## src/rtl/demux_1x2_stream_pkg.sv

```systemverilog
// Shared constants and helpers for the 1-to-2 stream demultiplexer.
package demux_1x2_stream_pkg;

  localparam int DATA_WIDTH = 16;
  localparam int FIFO_DEPTH = 2;
  localparam logic [1:0] FULL_COUNT = 2'd2;

  // Channel identifiers for the select bit
  typedef enum logic [0:0] {
    CH0 = 1'b0,
    CH1 = 1'b1
  } channel_e;

  // True when the select value addresses the given channel
  function automatic logic sel_hits(input logic [0:0] sel, input channel_e ch);
    return sel == ch;
  endfunction

endpackage

```

## src/rtl/demux_1x2_stream_fifo2.sv

```systemverilog
// Two-entry synchronous FIFO used as the per-channel buffer.
// While empty, head keeps showing the most recently popped word.
module demux_1x2_stream_fifo2
  import demux_1x2_stream_pkg::*;
#(
  parameter int W     = DATA_WIDTH,
  parameter int DEPTH = FIFO_DEPTH
) (
  input  logic         clk,
  input  logic         rst_n,
  input  logic         push,
  input  logic [W-1:0] push_data,
  input  logic         pop,
  output logic         full,
  output logic         empty,
  output logic [W-1:0] head
);

  logic [W-1:0] mem [DEPTH];
  logic [W-1:0] last_pop;
  logic         wptr;
  logic         rptr;
  logic [1:0]   count;
  logic         do_push;
  logic         do_pop;

  assign full    = (count == FULL_COUNT);
  assign empty   = (count == 2'd0);
  assign do_push = push && !full;
  assign do_pop  = pop && !empty;

  // Storage, pointers, count and last-popped word; all cleared asynchronously
  always_ff @(posedge clk or negedge rst_n) begin
    if (!rst_n) begin
      for (int i = 0; i < DEPTH; i++) begin
        mem[i] <= '0;
      end
      last_pop <= '0;
      wptr     <= 1'b0;
      rptr     <= 1'b0;
      count    <= 2'd0;
    end else begin
      if (do_push) begin
        mem[wptr] <= push_data;
        wptr      <= ~wptr;
      end
      if (do_pop) begin
        last_pop <= mem[rptr];
        rptr     <= ~rptr;
      end
      case ({do_push, do_pop})
        2'b10:   count <= count + 2'd1;
        2'b01:   count <= count - 2'd1;
        default: count <= count;
      endcase
    end
  end

  // Head word: live entry when non-empty, otherwise the last word handed out
  always_comb begin
    head = last_pop;
    if (!empty) begin
      head = mem[rptr];
    end
  end

endmodule

```

## src/rtl/demux_1x2_stream.sv

```systemverilog
// Buffered 1-to-2 stream demultiplexer: each input word is steered by its
// select bit into one of two independent 2-entry channel FIFOs.
module demux_1x2_stream
  import demux_1x2_stream_pkg::*;
#(
  parameter int DATA_WIDTH = demux_1x2_stream_pkg::DATA_WIDTH,
  parameter int SEL_WIDTH  = 1,
  parameter int DEPTH      = FIFO_DEPTH
) (
  input  logic                  clk,
  input  logic                  rst_n,
  input  logic [DATA_WIDTH-1:0] in_data,
  input  logic [SEL_WIDTH-1:0]  in_sel,
  input  logic                  in_valid,
  output logic                  in_ready,
  output logic [DATA_WIDTH-1:0] out0_data,
  output logic                  out0_valid,
  input  logic                  out0_ready,
  output logic [DATA_WIDTH-1:0] out1_data,
  output logic                  out1_valid,
  input  logic                  out1_ready
);

  logic full0, full1;
  logic empty0, empty1;
  logic push0, push1;
  logic accept;

  // in_ready only looks at the fullness of the addressed channel, never at consumer ready
  always_comb begin
    in_ready = !full0;
    if (sel_hits(in_sel, CH1)) begin
      in_ready = !full1;
    end
  end

  // Select decode: a handshake writes only to the addressed channel
  always_comb begin
    accept = in_valid && in_ready;
    push0  = accept && sel_hits(in_sel, CH0);
    push1  = accept && sel_hits(in_sel, CH1);
  end

  assign out0_valid = !empty0;
  assign out1_valid = !empty1;

  demux_1x2_stream_fifo2 #(
    .W     (DATA_WIDTH),
    .DEPTH (DEPTH)
  ) u_ch0 (
    .clk       (clk),
    .rst_n     (rst_n),
    .push      (push0),
    .push_data (in_data),
    .pop       (out0_ready),
    .full      (full0),
    .empty     (empty0),
    .head      (out0_data)
  );

  demux_1x2_stream_fifo2 #(
    .W     (DATA_WIDTH),
    .DEPTH (DEPTH)
  ) u_ch1 (
    .clk       (clk),
    .rst_n     (rst_n),
    .push      (push1),
    .push_data (in_data),
    .pop       (out1_ready),
    .full      (full1),
    .empty     (empty1),
    .head      (out1_data)
  );

endmodule

```

## config.mk

```make
export PLATFORM = sky130hd
export DESIGN_NAME = demux_1x2_stream
export DESIGN_NICKNAME = d
export VERILOG_FILES = /design/src/rtl/demux_1x2_stream_pkg.sv /design/src/rtl/demux_1x2_stream_fifo2.sv /design/src/rtl/demux_1x2_stream.sv
export SDC_FILE = /design/constraint.sdc
export NUM_CORES = 1
export LEC_CHECK = 0
export ABC_AREA = 0
export CORE_ASPECT_RATIO = 2
export CORE_UTILIZATION = 40
export CTS_BUF_LIST = sky130_fd_sc_hd__clkbuf_8
export CTS_CLUSTER_DIAMETER = 200
export DETAILED_ROUTE_END_ITERATION = 10
export SLEW_MARGIN = 20
export SYNTH_ARGS = -nofsm -noshare
export SYNTH_HDL_FRONTEND = slang
export SYNTH_HIERARCHICAL = 1
export SYNTH_SLANG_ARGS = --single-unit
export TNS_END_PERCENT = 30
```

## constraint.sdc

```tcl
create_clock -name clk -period 4.8 [get_ports clk]
set_input_delay 0.72 -clock clk [delete_from_list [all_inputs] [get_ports clk]]
set_output_delay 0.72 -clock clk [all_outputs]
set_load 0.02 [all_outputs]
```

==> results.txt <==
run status: complete, no violations
post-synthesis to final-layout area growth: 18.45%
ordered list of cells on the worst path: mux2i_1 -> a21oi_1 -> clkdlybuf4s50_1
sequential share of the synthesized area: 56.35%
CP delay by family, top: flip-flops
fin worst setup slack: 1.651 ns
sequential share of power: 37.6%
residual antenna-violating net count after detailed routing: 0
antenna violations before repair: 0
number of flip-flops and latches in the synthesized netlist: 104
Core Area: 11290 µm²
WP depth: 3
final RePlAce weighted congestion: 0.7132
Layout fillers: 1073
proportion of layout cells with a drive suffix above 1: 20.78%
share of flip-flops with an asynchronous set or reset: 100.0%
final setup fails: 0
crit-path max cell delay: 0.97 ns
Non-Filler Instances: 580
switching component of the power: 0.001637 W
GRT Util Overall: 15.73%
combinational share of power: 49.1%
Remaining DRCs: 0
post-place setup slack: 1.939 ns
startpoint kind of the worst setup timing path: flip-flop
CTS H-Tree Depth: 3
violation count after the first detailed-route iteration: 87
transition time at the pin with the least slew margin: 0.9430 ns
synthesized area per cell: 11.87 µm²
via count of the first global-routing pass: 2898
library cells used by synthesis: 22
critical path type: reg2out
clock tree skew after final layout: 0.009121 ns
number of port buffers: 56
final cell area excluding filler cells: 5470 µm²
Max Clk Rate: 317.6 MHz
Pre-Repair DR Iteration Count: 4
cell with the largest stage delay on the worst path: sky130_fd_sc_hd__dfrtp_1
worst slew margin relative to its limit: 37.14%
Fin Hold WS: 0.4457 ns
total wirelength of the detailed-routed design: 8777 µm
number of buffers created by CTS: 9
routed length per placed instance: 15.13 µm
grt ovf: 0
Root Buffer: sky130_fd_sc_hd__clkbuf_8
max-slew violation count: 0
period utilisation layout: 65.60%
commonest register cell after synthesis: sky130_fd_sc_hd__dfrtp_1
largest net degree at the start of global routing: 66
CTS clk-pin slew, worst paths: 0.09 ns
number of cells traversed by the worst register-to-register path: 5
data required time at the worst endpoint: 4.08 ns
ratio of total power to cell area: 792.1 nW/µm²
synth top area cells: sky130_fd_sc_hd__dfrtp_1 (56%), sky130_fd_sc_hd__mux2_2 (16%), sky130_fd_sc_hd__mux2i_1 (7.2%), sky130_fd_sc_hd__a21oi_1 (3.5%), sky130_fd_sc_hd__o21ai_0 (3.5%)
Top-Level Pins: 57
total of max-cap violations: 0
highest ir drop seen on vdd: 0.4683 mV
number of standard-cell rows in the floorplan: 55
minimum clock period after layout: 3.149 ns
worst-path fanout max: 17
post-synth top area cell: sky130_fd_sc_hd__dfrtp_1
total via count after detailed routing: 2903
cell area after synthesis: 4618 µm²
worst path buffer plus inverter count: 1
Die Span X: 77.98 µm
leading cell type by number of instances after synthesis: sky130_fd_sc_hd__dfrtp_1
Placement Cell Area: 5241 µm²
number of clock sinks: 104
Placed Instances: 564
cell internal power dissipation: 0.002696 W
Syn Inst Count: 389
later-pin clock latency in the skew report: 0.36 ns
Net count, final: 457
cells resized by post-CTS repair: 0
wire length of the first global-routing pass: 14610 µm
total negative slack for setup checks: 0 ns
buffer levels on the longest clock path: 2
hold bufs inserted after CTS: 0
leakage power: 2.426 nW
post-detailed-route via-to-cell ratio: 5.005
number of enable-type register cells in the synthesized netlist: 0
most frequent cells after synthesis: sky130_fd_sc_hd__dfrtp_1 (104), sky130_fd_sc_hd__mux2_2 (64), sky130_fd_sc_hd__nand2_1 (34), sky130_fd_sc_hd__nor2_1 (34), sky130_fd_sc_hd__mux2i_1 (33)
detailed placement HPWL: 6142 µm
relative contribution of the clock network to total power: 13.4%
Die Footprint: 12010 µm²
count of endpoints failing hold in the final timing report: 0
worst path arrival time: 2.43 ns
Worst setup EP type: output pin
RSZ-0062 raised after global routing: false
Starting Density: 40.92%
area fraction of the dominant cell type after synthesis: 56.35%
clock tree from TritonCTS: done
Hold WC Path Type: in2async
Inserted Diodes: 0
Warnings, synthesis: 6
Syn Nets: 413
net switching share of the total power: 37.78%
height of the chip: 154.0 µm
number of buffers added for setup after CTS: 0
r2r setup slk: 2.48 ns
per-stage QoR:
stage,power [W],utilization (%)
detailed placement,0.003788,46.44
CTS,0.004382,48.34
global route,0.004649,48.47
finish,0.004333,48.47
global placement,0.003731,46.44
floorplan,0.002988,-
state kept, by name (all words and copies together), names as in the netlist:
register	count
u_ch0/last_pop	16
u_ch0/rptr	1
u_ch1/rptr	1
u_ch0/count	2
u_ch0/mem	32
u_ch1/mem	32
u_ch1/last_pop	16
u_ch1/count	2
u_ch1/wptr	1
u_ch0/wptr	1
area by class of cell:
| type | instances | area [µm²] | share of cell area, % |
|---|---|---|---|
| clock buffers | 10 | 137.6 | 2.516 |
| clock inverters | 6 | 76.32 | 1.395 |
| inverters | 8 | 30.03 | 0.5489 |
| multi-input cells | 253 | 1881 | 34.38 |
| flip-flops and latches | 104 | 2603 | 47.58 |
| well taps | 142 | 177.7 | 3.248 |
| repair buffers | 57 | 565.5 | 10.34 |
kinds of logic after synthesis:
| family | count (synthesis) | share of synthesized area, % |
|---|---|---|
| adders and majority gates | 2 | 0.5418 |
| muxes | 97 | 22.76 |
| DFF | 104 | 56.35 |
| AOI/OAI and AO/OA | 66 | 7.152 |
| and+or+nand+nor | 78 | 7.884 |
| buffers and inverters | 32 | 3.414 |
| xor gates and xnor gates | 10 | 1.897 |
cell usage in the layout, fill, tap and decap left out, drive strengths merged:
| master | instances |
|---|---|
| mux2i | 33 |
| nand2 | 34 |
| dfrtp | 104 |
| clkbuf | 10 |
| o21ai | 34 |
| buf | 2 |
| clkdlybuf4s50 | 55 |
| clkinv | 1 |
| nor2 | 34 |
| nand2b | 2 |
| nor3b | 3 |
| a21oi | 32 |
| xor2 | 2 |
| ha | 2 |
| or2 | 2 |
| xnor2 | 8 |
| and3b | 1 |
| bufinv | 2 |
| inv | 11 |
| and3 | 2 |
| mux2 | 64 |
worst paths after layout:
| path | startpoint | endpoint |
|---|---|---|
| worst max-delay path | u_ch1/rptr | out1_data[0] |
| worst min-delay path | rst_n | u_ch0/last_pop[8] |
| worst max register to register | u_ch0/count[0] | u_ch0/mem[31] |
| worst min register to register | u_ch1/last_pop[14] | u_ch1/last_pop[14] |
| max in group asynchronous | rst_n | u_ch0/mem[30] |
| min in group clk | u_ch1/last_pop[14] | u_ch1/last_pop[14] |
power by group through the flow:
stage	clock network, W	registers, W	logic [W]
2_1_floorplan	0	0.00150	0.00149
3_3_place_gp	0	0.00162	0.00211
3_5_place_dp	0	0.00165	0.00214
4_1_cts	0.000602	0.00163	0.00215
5_1_grt	0.000637	0.00169	0.00232
6_report	0.000579	0.00163	0.00213
per-layer routing:
metal  GRT usage [%]  wire length (µm)  vias up  part of all wire (%)
li1                -                 -     1410                     -
met1           20.23              3931     1443                    45
met2           26.09              4494       41                    51
met3           2.908               202        9                   2.3
met4           6.085               149        0                   1.7
met5               0                 0        -                     0
Power figures use the tool's default switching activity.
